[config.mk]
export PLATFORM = sky130hd
export DESIGN_NAME = pmu_domain_ctrl_flat
export DESIGN_NICKNAME = d
export VERILOG_FILES = /design/src/rtl/pmu_domain_ctrl_if.sv /design/src/rtl/pmu_domain_ctrl.sv /design/src/flat_wrapper.sv
export SDC_FILE = /design/constraint.sdc
export NUM_CORES = 1
export LEC_CHECK = 0
export CAP_MARGIN = 20
export CORE_UTILIZATION = 40
export DETAILED_ROUTE_END_ITERATION = 6
export GPL_ROUTABILITY_DRIVEN = 0
export SKIP_LAST_GASP = 1
export SYNTH_ARGS = -nofsm -noshare
export SYNTH_HDL_FRONTEND = slang
export SYNTH_SLANG_ARGS = --single-unit
export TNS_END_PERCENT = 50
[constraint.sdc]
create_clock -name clk -period 5.28 [get_ports clk]
set_clock_uncertainty 0.1 [all_clocks]
set_input_delay 1.056 -clock clk [delete_from_list [all_inputs] [get_ports clk]]
set_output_delay 1.056 -clock clk [all_outputs]
set_load 0.05 [all_outputs]
[src/rtl/pmu_domain_ctrl_if.sv]
// Request handshake and domain clock/enable bundle for pmu_domain_ctrl.
interface pmu_domain_ctrl_if #(
  parameter int NUM_DOMAINS = 4,
  parameter int LEVEL_W     = 3,
  parameter int SEL_W       = (NUM_DOMAINS > 1) ? $clog2(NUM_DOMAINS) : 1
);
  logic                   change_level_flag;
  logic [LEVEL_W-1:0]     change_level;
  logic                   change_power_mode_flag;
  logic [1:0]             change_power_mode;
  logic [SEL_W-1:0]       domain_sel;
  logic [NUM_DOMAINS-1:0] domain_activity;
  logic [NUM_DOMAINS-1:0] power_domain_clk;
  logic [NUM_DOMAINS-1:0] power_domain_en;
  logic                   busy;
  logic                   req_ack;
  logic                   req_err;

  modport master (
    output change_level_flag, change_level, change_power_mode_flag,
           change_power_mode, domain_sel, domain_activity,
    input  power_domain_clk, power_domain_en, busy, req_ack, req_err
  );

  modport slave (
    input  change_level_flag, change_level, change_power_mode_flag,
           change_power_mode, domain_sel, domain_activity,
    output power_domain_clk, power_domain_en, busy, req_ack, req_err
  );
endinterface

[src/rtl/pmu_domain_ctrl.sv]
// Multi-domain glitch-free clock divider and power-mode controller with a shared request FSM.
// Build macro PMU_AUTOIDLE_EN adds per-domain inactivity clock gating.
module pmu_domain_ctrl #(
  parameter int NUM_DOMAINS   = 4,
  parameter int LEVEL_W       = 3,
  parameter int MAX_LEVEL     = 6,
  parameter int DEFAULT_LEVEL = 0,
  parameter int IDLE_TIMEOUT  = 64
) (
  input  logic             clk,
  input  logic             reset,
  pmu_domain_ctrl_if.slave pmu_if
);
  localparam int CNT_W = MAX_LEVEL + 1;
  localparam int SEL_W = (NUM_DOMAINS > 1) ? $clog2(NUM_DOMAINS) : 1;

  typedef enum logic [1:0] {S_IDLE = 2'd0, S_PENDING = 2'd1, S_APPLY = 2'd2} state_e;
  typedef enum logic [1:0] {M_RUN = 2'd0, M_IDLE = 2'd1, M_OFF = 2'd2} mode_e;

  function automatic mode_e norm_mode(input logic [1:0] m);
    if (m == 2'd3) norm_mode = M_RUN;
    else           norm_mode = mode_e'(m);
  endfunction

  function automatic logic [LEVEL_W-1:0] clamp_level(input logic [LEVEL_W-1:0] l);
    if (int'(l) > MAX_LEVEL) clamp_level = LEVEL_W'(MAX_LEVEL);
    else                     clamp_level = l;
  endfunction

  function automatic logic [CNT_W-1:0] half_max(input logic [LEVEL_W-1:0] l);
    half_max = (CNT_W'(1) << l) - CNT_W'(1);
  endfunction

  state_e             state_q, state_d;
  logic [SEL_W-1:0]   tgt_q, tgt_d;
  logic [LEVEL_W-1:0] new_lvl_q, new_lvl_d;
  mode_e              new_mode_q, new_mode_d;
  logic               do_lvl_q, do_lvl_d, do_mode_q, do_mode_d;
  logic               busy_q, busy_d, ack_q, ack_d, err_q, err_d;

  logic [LEVEL_W-1:0]     lvl_q  [NUM_DOMAINS];
  logic [LEVEL_W-1:0]     lvl_d  [NUM_DOMAINS];
  mode_e                  mode_q [NUM_DOMAINS];
  mode_e                  mode_d [NUM_DOMAINS];
  logic [CNT_W-1:0]       cnt_q  [NUM_DOMAINS];
  logic [CNT_W-1:0]       cnt_d  [NUM_DOMAINS];
  logic [NUM_DOMAINS-1:0] dclk_q, dclk_d, en_q, en_d;

  logic [NUM_DOMAINS-1:0] run_safe_s, gated_s, safe_s;
  logic                   any_flag_s, sel_ok_s, tgt_safe_s, apply_s, freeze_s;

  assign any_flag_s = pmu_if.change_level_flag | pmu_if.change_power_mode_flag;
  assign sel_ok_s   = (int'(pmu_if.domain_sel) < NUM_DOMAINS);
  assign tgt_safe_s = safe_s[tgt_q];
  assign freeze_s   = (state_q == S_PENDING) && tgt_safe_s;

  // Safe point: counter just wrapped with the clock low, or the domain is already gated.
  always_comb begin
    run_safe_s = {NUM_DOMAINS{1'b0}};
    for (int i = 0; i < NUM_DOMAINS; i++) begin
      run_safe_s[i] = (cnt_q[i] == CNT_W'(0)) && !dclk_q[i];
    end
  end

`ifdef PMU_AUTOIDLE_EN
  localparam int IC_W = $clog2(IDLE_TIMEOUT + 1);
  logic [IC_W-1:0]        idle_cnt_q [NUM_DOMAINS];
  logic [IC_W-1:0]        idle_cnt_d [NUM_DOMAINS];
  logic [NUM_DOMAINS-1:0] ai_q, ai_d;

  // Inactivity timer; the gate closes only at the domain's next safe point.
  always_comb begin
    idle_cnt_d = idle_cnt_q;
    ai_d       = ai_q;
    for (int i = 0; i < NUM_DOMAINS; i++) begin
      if (pmu_if.domain_activity[i] || (mode_q[i] != M_RUN)) begin
        idle_cnt_d[i] = IC_W'(0);
        ai_d[i]       = 1'b0;
      end else if (int'(idle_cnt_q[i]) >= IDLE_TIMEOUT) begin
        idle_cnt_d[i] = idle_cnt_q[i];
        ai_d[i]       = ai_q[i] | run_safe_s[i];
      end else begin
        idle_cnt_d[i] = idle_cnt_q[i] + IC_W'(1);
        ai_d[i]       = ai_q[i];
      end
    end
  end

  // Auto-idle state registers.
  always_ff @(posedge clk) begin
    if (reset) begin
      for (int i = 0; i < NUM_DOMAINS; i++) idle_cnt_q[i] <= IC_W'(0);
      ai_q <= {NUM_DOMAINS{1'b0}};
    end else begin
      idle_cnt_q <= idle_cnt_d;
      ai_q       <= ai_d;
    end
  end

  // Holding on the closing edge as well keeps the counter parked at zero for the restart.
  always_comb begin
    gated_s = ai_q | ai_d;
    for (int i = 0; i < NUM_DOMAINS; i++) begin
      gated_s[i] = gated_s[i] | (mode_q[i] != M_RUN);
    end
  end
`else
  // Only the mode register gates a domain in this build.
  always_comb begin
    gated_s = {NUM_DOMAINS{1'b0}};
    for (int i = 0; i < NUM_DOMAINS; i++) begin
      gated_s[i] = (mode_q[i] != M_RUN);
    end
  end
`endif

  assign safe_s = run_safe_s | gated_s;

  // Request FSM next-state and handshake outputs.
  always_comb begin
    state_d    = state_q;
    tgt_d      = tgt_q;
    new_lvl_d  = new_lvl_q;
    new_mode_d = new_mode_q;
    do_lvl_d   = do_lvl_q;
    do_mode_d  = do_mode_q;
    busy_d     = busy_q;
    ack_d      = 1'b0;
    err_d      = 1'b0;
    apply_s    = 1'b0;
    case (state_q)
      S_IDLE: begin
        if (any_flag_s && sel_ok_s) begin
          state_d    = S_PENDING;
          tgt_d      = pmu_if.domain_sel;
          new_lvl_d  = clamp_level(pmu_if.change_level);
          new_mode_d = norm_mode(pmu_if.change_power_mode);
          do_lvl_d   = pmu_if.change_level_flag;
          do_mode_d  = pmu_if.change_power_mode_flag;
          busy_d     = 1'b1;
        end else if (any_flag_s) begin
          err_d = 1'b1;
        end else begin
          state_d = S_IDLE;
        end
      end
      S_PENDING: begin
        err_d = any_flag_s;
        if (tgt_safe_s) state_d = S_APPLY;
        else            state_d = S_PENDING;
      end
      S_APPLY: begin
        err_d   = any_flag_s;
        apply_s = 1'b1;
        ack_d   = 1'b1;
        busy_d  = 1'b0;
        state_d = S_IDLE;
      end
      default: begin
        state_d = S_IDLE;
        busy_d  = 1'b0;
      end
    endcase
  end

  // Request FSM registers.
  always_ff @(posedge clk) begin
    if (reset) begin
      state_q    <= S_IDLE;
      tgt_q      <= SEL_W'(0);
      new_lvl_q  <= LEVEL_W'(DEFAULT_LEVEL);
      new_mode_q <= M_RUN;
      do_lvl_q   <= 1'b0;
      do_mode_q  <= 1'b0;
      busy_q     <= 1'b0;
      ack_q      <= 1'b0;
      err_q      <= 1'b0;
    end else begin
      state_q    <= state_d;
      tgt_q      <= tgt_d;
      new_lvl_q  <= new_lvl_d;
      new_mode_q <= new_mode_d;
      do_lvl_q   <= do_lvl_d;
      do_mode_q  <= do_mode_d;
      busy_q     <= busy_d;
      ack_q      <= ack_d;
      err_q      <= err_d;
    end
  end

  // Per-domain dividers; the target stays parked low from its safe point until the apply.
  always_comb begin
    lvl_d  = lvl_q;
    mode_d = mode_q;
    cnt_d  = cnt_q;
    dclk_d = dclk_q;
    en_d   = en_q;
    for (int i = 0; i < NUM_DOMAINS; i++) begin
      en_d[i] = (mode_q[i] != M_OFF);
      if (apply_s && (tgt_q == SEL_W'(i))) begin
        if (do_lvl_q) lvl_d[i] = new_lvl_q;
        else          lvl_d[i] = lvl_q[i];
        if (do_mode_q) begin
          mode_d[i] = new_mode_q;
          if (new_mode_q != M_OFF) en_d[i] = 1'b1;
          else                     en_d[i] = (mode_q[i] != M_OFF);
        end else begin
          mode_d[i] = mode_q[i];
        end
        cnt_d[i]  = CNT_W'(0);
        dclk_d[i] = 1'b0;
      end else if (gated_s[i] || (freeze_s && (tgt_q == SEL_W'(i)))) begin
        cnt_d[i]  = cnt_q[i];
        dclk_d[i] = 1'b0;
      end else if (cnt_q[i] == half_max(lvl_q[i])) begin
        cnt_d[i]  = CNT_W'(0);
        dclk_d[i] = ~dclk_q[i];
      end else begin
        cnt_d[i]  = cnt_q[i] + CNT_W'(1);
        dclk_d[i] = dclk_q[i];
      end
    end
  end

  // Per-domain state registers.
  always_ff @(posedge clk) begin
    if (reset) begin
      for (int i = 0; i < NUM_DOMAINS; i++) begin
        lvl_q[i]  <= LEVEL_W'(DEFAULT_LEVEL);
        mode_q[i] <= M_RUN;
        cnt_q[i]  <= CNT_W'(0);
      end
      dclk_q <= {NUM_DOMAINS{1'b0}};
      en_q   <= {NUM_DOMAINS{1'b1}};
    end else begin
      lvl_q  <= lvl_d;
      mode_q <= mode_d;
      cnt_q  <= cnt_d;
      dclk_q <= dclk_d;
      en_q   <= en_d;
    end
  end

  assign pmu_if.power_domain_clk = dclk_q;
  assign pmu_if.power_domain_en  = en_q;
  assign pmu_if.busy             = busy_q;
  assign pmu_if.req_ack          = ack_q;
  assign pmu_if.req_err          = err_q;
endmodule
[src/flat_wrapper.sv]
// flat-port wrapper written by rule: the top's interface ports become plain ports
module pmu_domain_ctrl_flat 
#(
  parameter int NUM_DOMAINS   = 4,
  parameter int LEVEL_W       = 3,
  parameter int MAX_LEVEL     = 6,
  parameter int DEFAULT_LEVEL = 0,
  parameter int IDLE_TIMEOUT  = 64
)
  (clk, reset, pmu_if_change_level_flag, pmu_if_change_level, pmu_if_change_power_mode_flag, pmu_if_change_power_mode, pmu_if_domain_sel, pmu_if_domain_activity, pmu_if_power_domain_clk, pmu_if_power_domain_en, pmu_if_busy, pmu_if_req_ack, pmu_if_req_err);
  pmu_domain_ctrl_if #(.NUM_DOMAINS(NUM_DOMAINS), .LEVEL_W(LEVEL_W)) pmu_if_i ();
  input  logic clk;
  input  logic reset;
  input wire logic [$bits(pmu_if_i.change_level_flag)-1:0] pmu_if_change_level_flag;
  input wire logic [$bits(pmu_if_i.change_level)-1:0] pmu_if_change_level;
  input wire logic [$bits(pmu_if_i.change_power_mode_flag)-1:0] pmu_if_change_power_mode_flag;
  input wire logic [$bits(pmu_if_i.change_power_mode)-1:0] pmu_if_change_power_mode;
  input wire logic [$bits(pmu_if_i.domain_sel)-1:0] pmu_if_domain_sel;
  input wire logic [$bits(pmu_if_i.domain_activity)-1:0] pmu_if_domain_activity;
  output wire logic [$bits(pmu_if_i.power_domain_clk)-1:0] pmu_if_power_domain_clk;
  output wire logic [$bits(pmu_if_i.power_domain_en)-1:0] pmu_if_power_domain_en;
  output wire logic [$bits(pmu_if_i.busy)-1:0] pmu_if_busy;
  output wire logic [$bits(pmu_if_i.req_ack)-1:0] pmu_if_req_ack;
  output wire logic [$bits(pmu_if_i.req_err)-1:0] pmu_if_req_err;
  assign pmu_if_i.change_level_flag = pmu_if_change_level_flag;
  assign pmu_if_i.change_level = pmu_if_change_level;
  assign pmu_if_i.change_power_mode_flag = pmu_if_change_power_mode_flag;
  assign pmu_if_i.change_power_mode = pmu_if_change_power_mode;
  assign pmu_if_i.domain_sel = pmu_if_domain_sel;
  assign pmu_if_i.domain_activity = pmu_if_domain_activity;
  assign pmu_if_power_domain_clk = pmu_if_i.power_domain_clk;
  assign pmu_if_power_domain_en = pmu_if_i.power_domain_en;
  assign pmu_if_busy = pmu_if_i.busy;
  assign pmu_if_req_ack = pmu_if_i.req_ack;
  assign pmu_if_req_err = pmu_if_i.req_err;
  pmu_domain_ctrl #(.NUM_DOMAINS(NUM_DOMAINS), .LEVEL_W(LEVEL_W), .MAX_LEVEL(MAX_LEVEL), .DEFAULT_LEVEL(DEFAULT_LEVEL), .IDLE_TIMEOUT(IDLE_TIMEOUT)) u_core (.clk(clk), .reset(reset), .pmu_if(pmu_if_i));
endmodule
==> results of run 1 <==
## state kept, by name, indices dropped and copies added, names as in the netlist
name / flops
u_core.state_q: 2
u_core.new_lvl_q: 3
u_core.pmu_if.power_domain_en: 4
u_core.new_mode_q: 2
u_core.pmu_if.busy: 1
u_core.tgt_q: 2
u_core.lvl_q: 12
u_core.mode_q: 8
u_core.do_lvl_q: 1
u_core.pmu_if.req_err: 1
u_core.do_mode_q: 1
u_core.pmu_if.power_domain_clk: 4
u_core.pmu_if.req_ack: 1
u_core.cnt_q: 28
## area by class of cell
class                           instances  share of cell area [%]
Multi-Input combinational cell        376                    54.6
Sequential cell                        70                    29.5
Timing Repair Buffer                   24                    4.90
Tap cell                              136                    3.58
Clock inverter                          6                    3.32
Clock buffer                           10                    2.69
Inverter                               18                    1.42
## how the worst min path moves through the flow
| stage | cells past startpoint | endpoint |
|---|---|---|
| floorplan | 1 | u_core.pmu_if.power_domain_en[1]$_SDFF_PP1_ |
| global placement | 2 | u_core.pmu_if.busy$_SDFFE_PP0P_ |
| detailed placement | 2 | u_core.pmu_if.busy$_SDFFE_PP0P_ |
| CTS | 1 | u_core.pmu_if.power_domain_en[1]$_SDFF_PP1_ |
| global route | 2 | u_core.pmu_if.busy$_SDFFE_PP0P_ |
| finish | 1 | u_core.pmu_if.power_domain_en[1]$_SDFF_PP1_ |
## cells in the final DEF, fill, tap and decap left out, types with 3 or more instances in the layout
| cell type | count |
|---|---|
| o31ai_1 | 4 |
| nand4_1 | 3 |
| and3_1 | 9 |
| clkbuf_8 | 9 |
| xnor2_1 | 10 |
| inv_1 | 18 |
| o21ai_0 | 13 |
| o2bb2ai_1 | 3 |
| nor2_1 | 55 |
| clkdlybuf4s50_1 | 21 |
| dfxtp_1 | 70 |
| or2_2 | 5 |
| buf_4 | 3 |
| xor2_1 | 16 |
| o41ai_2 | 5 |
| or4_1 | 3 |
| nand2_1 | 36 |
| a21o_1 | 5 |
| nor4b_1 | 4 |
| o2111ai_1 | 10 |
| nand2b_1 | 4 |
| or3_1 | 6 |
| ha_1 | 15 |
| nor3_1 | 15 |
| o21ai_1 | 3 |
| a211oi_1 | 6 |
| a21oi_1 | 16 |
| o211ai_1 | 14 |
| nor3b_1 | 8 |
| nor4_1 | 4 |
| a32oi_1 | 9 |
| bufinv_16 | 5 |
| nor2b_1 | 6 |
| nand3_1 | 29 |
| mux2i_1 | 25 |
## critical path, stage by stage
cell	delay, ns
clkdlybuf4s50_1	0.72
buf_4	0.36
a21oi_1	0.68
and3_1	0.28
a32oi_1	0.08
o41ai_2	0.09
## cells by family after synthesis
kind of cell             Yosys count  share of synthesized area, %
AND/OR/NAND/NOR                  196                          24.0
flip-flops                        70                          33.2
buffers and inverters             58                          5.37
adder cells (fa/ha/maj)           15                          4.45
XOR/XNOR                          26                          5.40
multiplexers                      25                          5.93
AO/OA/AOI/OAI                    114                          21.7
## power by group through the flow
stage	registers, mW	clock network, mW	logic, mW
final	0.575	0.623	0.199
after global routing	0.577	0.650	0.217
after CTS	0.574	0.635	0.198
after detailed placement	0.586	0	0.197
after global placement	0.586	0	0.195
after floorplan	0.606	0	0.114
## routing by layer
layer	share of wire (%)	global-route usage, %	vias up
met3	3.1	2.37	12
li1	-	-	1829
met2	47	29.4	60
met5	0	0	-
met4	1.6	6.94	0
met1	48	23.3	1736
## per-stage QoR
| stage | utilization [%] | setup slack, ns | cell area (um2) | cells | hold WS, ns |
|---|---|---|---|---|---|
| 6_report | 46.2 | 2.18 | 4750 | 640 | 0.384 |
| 5_1_grt | 46.2 | 1.95 | 4750 | 640 | 0.415 |
| 4_1_cts | 46.1 | 2.18 | 4740 | 639 | 0.399 |
| 3_5_place_dp | 43.3 | 1.81 | 4450 | 623 | 0.391 |
| 3_3_place_gp | 43.3 | 1.90 | 4450 | 623 | 0.389 |
| 2_1_floorplan | - | 2.40 | 4220 | 504 | 0.305 |
==> metrics.yaml, run 1 <==
timing:
  fin_crit_ns: 3.10
  slew_headroom_pct: 36.7
  final_hold_viol_count: 0
  setup_tns_ns: 0
  tightest_slew_ns: 0.950
  fmax_ghz: 0.323
  rsz0062_at_grt: "no"
  finalSetupViolCount: 0
  post-route-period-util_pct: 58.6
  slew_viol_final: 0
worst_setup_path:
  required_ns: 5.44
  endpoint: "u_core.cnt_q[18]$_SDFFE_PP0N_"
  startpoint_type: "primary input"
  r2r_cells: 9
  r2r_start: "u_core.lvl_q[10]$_SDFFE_PP0P_"
  r2r_end: "u_core.cnt_q[24]$_SDFFE_PP0N_"
  cp-startpoint: "reset"
  r2r_slack_ns: 2.32
  critPathMaxFanout: 18
  arrival_ns: 3.25
  crit_path_end_kind: "flop"
  criticalPathCategory: "primary input to flop"
clock_tree:
  cts.clk_slew.worst_paths_ns: 0.08
  holdBufCountCts: 0
  cts_resized: 0
  cts.sinks: 70
  clkLatencyLatePin_ns: 0.35
  cts_buffers: 9
  cts_tree: "yes"
  post_cts_buffers: 0
  clockBufferDepth: 2
  cts-root-buf: "clkbuf_8"
  htree_levels: 3
global_routing:
  grtUsageTotal_pct: 17.7
  grt_antenna_before_repair: 0
  grt_pass1_vias: 3263
  grt_pass1_wl_mm: 15.8
  grt_max_degree: 19
  grt_overflow: 0
drt:
  routed_wl_mm: 9.44
  vias_per_cell: 5.68
  wl_per_cell_um: 14.8
  drt_iter0_drc: 128
  antenna_left: 0
  drc: 0
  first_pass_iters: 4
  via_count: 3637
power:
  vdd_drop_max_v: 0.000160
  finalPower_mw: 1.40
  internal_power_mw: 1.03
  pwr-share-clk_pct: 44.6
  combPwrFrac_pct: 14.3
  p_leak_nw: 1.86
  p_switching_mw: 0.366
  power_density_mw_per_mm2: 294
  seq_power_share_pct: 41.1
  switching_share_pct: 26.2
yosys:
  syn-num-nets: 534
  yosysMostFrequentCell: "dfxtp_1"
  synth_flop_cell: "dfxtp_1"
  synth_top_cell_by_area: "dfxtp_1"
  synthTopCellsByArea: "dfxtp_1 (33%), mux2i_1 (5.9%), nor2_1 (4.9%)"
  yosysWarnings: 0
  syn_avg_cell_area_um2: 8.37
  synth_cell_types: 57
  synth-edff-count: 0
  synth-seq-cells: 70
  synth.top_cells.by_count: "dfxtp_1 (70), nor2_1 (55), clkbuf_1 (37)"
  synth_area_mm2: 0.00422
  ys_seq_area_share_pct: 33.2
  yosys.area.top_type_share_pct: 33.2
  synth-async-reset-ratio_pct: 0
  synthCells: 504
layout:
  seq_area_mm2: 0.00140
  area_growth_pct: 12.5
  n_antenna_cell: 0
  fin_nets: 529
  fillCellCount: 1022
  drive_gt1_share_pct: 7.54
  multi_input_area_mm2: 0.00259
hold_path:
  min_path_type: "flop to flop"
  min_from: "u_core.mode_q[5]$_SDFFE_PP0P_"
status:
  status: "finished clean"
floorplanning:
  die-area_mm2: 0.0110
  num_rows: 37
  coreArea_mm2: 0.0103
  die_height_um: 105
  io_pins: 26
  die_x_um: 105
  initial_core_util_pct: 41.0
placed_design:
  dpl.hpwl_mm: 6.63
  io_buffers: 21
run:
  maxCapViolations: 0
Note: power is estimated with default switching activity, not from simulation.
==> run 2: changes to the inputs <==
Clock period 5.28 ns to 2.7 ns, I/O delays scaled along.
==> metrics.yaml, run 2 (synthesized netlist as in run 1, its figures left out) <==
timing:
  post-route-period-util_pct: 94.9
  rsz0062_at_grt: "yes"
  tightest_slew_ns: 0.919  # -0.0309 ns
  slew_headroom_pct: 38.7  # +2.1 points
  fmax_ghz: 0.390
  fin_crit_ns: 2.56
  slew_viol_final: 0  # unchanged
  final_hold_viol_count: 0  # unchanged
  finalSetupViolCount: 0  # unchanged
worst_setup_path:
  crit_path_end_kind: "flop"
  crit_path_top_delay_cell: "a2111o_1"
  startpoint_type: "flop"
  criticalPathCategory: "flop to flop"
  critical_path.cell_chain: "nor2_1 > nand2_1 > ha_1 > or4_1 > o211ai_1 > a32oi_1 > a2111o_1 > a32oi_1 > o41ai_2"
  crit_path_max_incr_delay_ns: 0.55  # -0.17 ns
  cpMostUsedCell: "a32oi_1"
  required_ns: 2.82  # -2.62 ns
  arrival_ns: 2.68  # -0.57 ns
  critPathMaxFanout: 6  # -12
layout:
  fillCellCount: 1033  # +1.1%
  final_common_cell: "dfxtp_1"
  largest_reg_flops: 28  # unchanged
  final_cell_mix: "dfxtp_1 (70), nor2_1 (55), nand2_1 (36)"
  seq_area_mm2: 0.00140  # unchanged
  stdcell_count: 660  # +3.1%
  regMostFlops: "u_core.cnt_q"
  fin_nets: 550  # +4.0%
  fin_area_mm2: 0.00488  # +2.8%
  multi_input_area_mm2: 0.00260  # +0.39%
  n_antenna_cell: 0  # unchanged
  top_regs: "u_core.cnt_q (28), u_core.lvl_q (12), u_core.mode_q (8)"
  area_growth_pct: 15.7
  drive_gt1_share_pct: 11.6  # +4.1 points
  postLayoutCoreUtil_pct: 47.5  # +1.3 points
global_routing:
  grt_pass1_wl_mm: 16.3  # +3.2%
  grt_overflow: 0  # unchanged
  grt_max_degree: 47  # +28
  grt_antenna_before_repair: 0  # unchanged
  grtUsageTotal_pct: 18.3  # +0.59 points
  grt_pass1_vias: 3378  # +3.5%
clock_tree:
  htree_levels: 3  # unchanged
  cts_tree: "yes"
  holdBufCountCts: 0  # unchanged
  cts-root-buf: "clkbuf_8"
  cts.sinks: 70  # unchanged
  post_cts_buffers: 0  # unchanged
  clockBufferDepth: 2  # unchanged
  cts_buffers: 9  # unchanged
  clkLatencyLatePin_ns: 0.34  # about the same
  cts.clk_slew.worst_paths_ns: 0.08  # about the same
placed_design:
  dpl.hpwl_mm: 6.79  # +2.3%
  place_inst: 645  # +3.5%
  place_area_mm2: 0.00463  # +4.0%
  io_buffers: 21  # unchanged
power:
  p_leak_nw: 1.96  # +5.4%
  finalPower_mw: 2.56  # +84%
  vdd_drop_max_v: 0.000308  # +93%
  power_density_mw_per_mm2: 526  # +79%
floorplanning:
  io_pins: 26  # unchanged
  num_rows: 37  # unchanged
  die_x_um: 105  # unchanged
  coreArea_mm2: 0.0103  # unchanged
  die-area_mm2: 0.0110  # unchanged
  initial_core_util_pct: 41.0  # unchanged
  die_height_um: 105  # unchanged
drt:
  wl_per_cell_um: 14.6  # -0.78%
  routed_wl_mm: 9.66  # +2.3%
  via_count: 3634  # -0.082%
  drt_iter0_drc: 158  # +23%
  vias_per_cell: 5.51  # -3.1%
  drc: 0  # unchanged
  first_pass_iters: 4  # unchanged
  antenna_left: 0  # unchanged
run:
  maxCapViolations: 0  # unchanged
status:
  status: "finished clean"
hold_path:
  min_path_type: "flop to flop"
-- run 2: critical path: cells and delay by family, from the launching register on --
family | cells | cell delay (ns)
AOI/OAI and AO/OA | 5 | 1.11
and+or+nand+nor | 3 | 0.69
DFF | 1 | 0.32
adders and majority gates | 1 | 0.23
-- run 2: final cells by class --
| type | count | area share, % |
|---|---|---|
| inverter | 18 | 1.38 |
| sequential | 70 | 28.7 |
| tap | 136 | 3.49 |
| timing repair buffer | 45 | 8.26 |
| clock buffer | 11 | 2.90 |
| multi-input combinational | 376 | 53.3 |
| clock inverter | 4 | 1.95 |
-- run 2: timing repair --
action	4_1_cts	5_1_grt
endpoints found under the setup margin	0	18
hold endpoints to repair	0	0
resized for setup	0	3
-- run 2: through the flow --
step                      setup slack, ns  setup TNS, ns  hold WS, ns
after floorplan                    0.0386              0        0.305
after global placement             0.0866              0        0.375
after detailed placement           0.0498              0        0.374
after CTS                          0.0333              0        0.384
after global routing              -0.0116        -0.0116        0.416
final                               0.137              0        0.372
-- run 2: power by group --
part | total, mW | internal [mW] | switching [mW]
clock network | 1.03 | 0.633 | 0.394
logic | 0.415 | 0.163 | 0.253
registers | 1.12 | 1.07 | 0.0510
-- run 2: path summary, 6_finish.rpt --
kind                                                    start                                           to  slack [ns]  cells past startpoint
worst min-delay path            u_core.mode_q[5]$_SDFFE_PP0P_  u_core.pmu_if.power_domain_en[1]$_SDFF_PP1_        0.37                      1
worst min register to register  u_core.mode_q[5]$_SDFFE_PP0P_  u_core.pmu_if.power_domain_en[1]$_SDFF_PP1_        0.37                      1
worst max-delay path            u_core.lvl_q[10]$_SDFFE_PP0P_                u_core.cnt_q[27]$_SDFFE_PP0N_        0.14                      9
worst max register to register  u_core.lvl_q[10]$_SDFFE_PP0P_                u_core.cnt_q[27]$_SDFFE_PP0N_        0.14                      9
-- run 2: per-layer routing --
| metal | track usage, % | up-vias | part of all wire [%] |
|---|---|---|---|
| met1 | 25.0 | 1705 | 50 |
| met4 | 5.63 | 0 | 0.43 |
| met2 | 29.1 | 52 | 47 |
| met5 | 0 | - | 0 |
| li1 | - | 1875 | - |
| met3 | 3.49 | 2 | 2.5 |
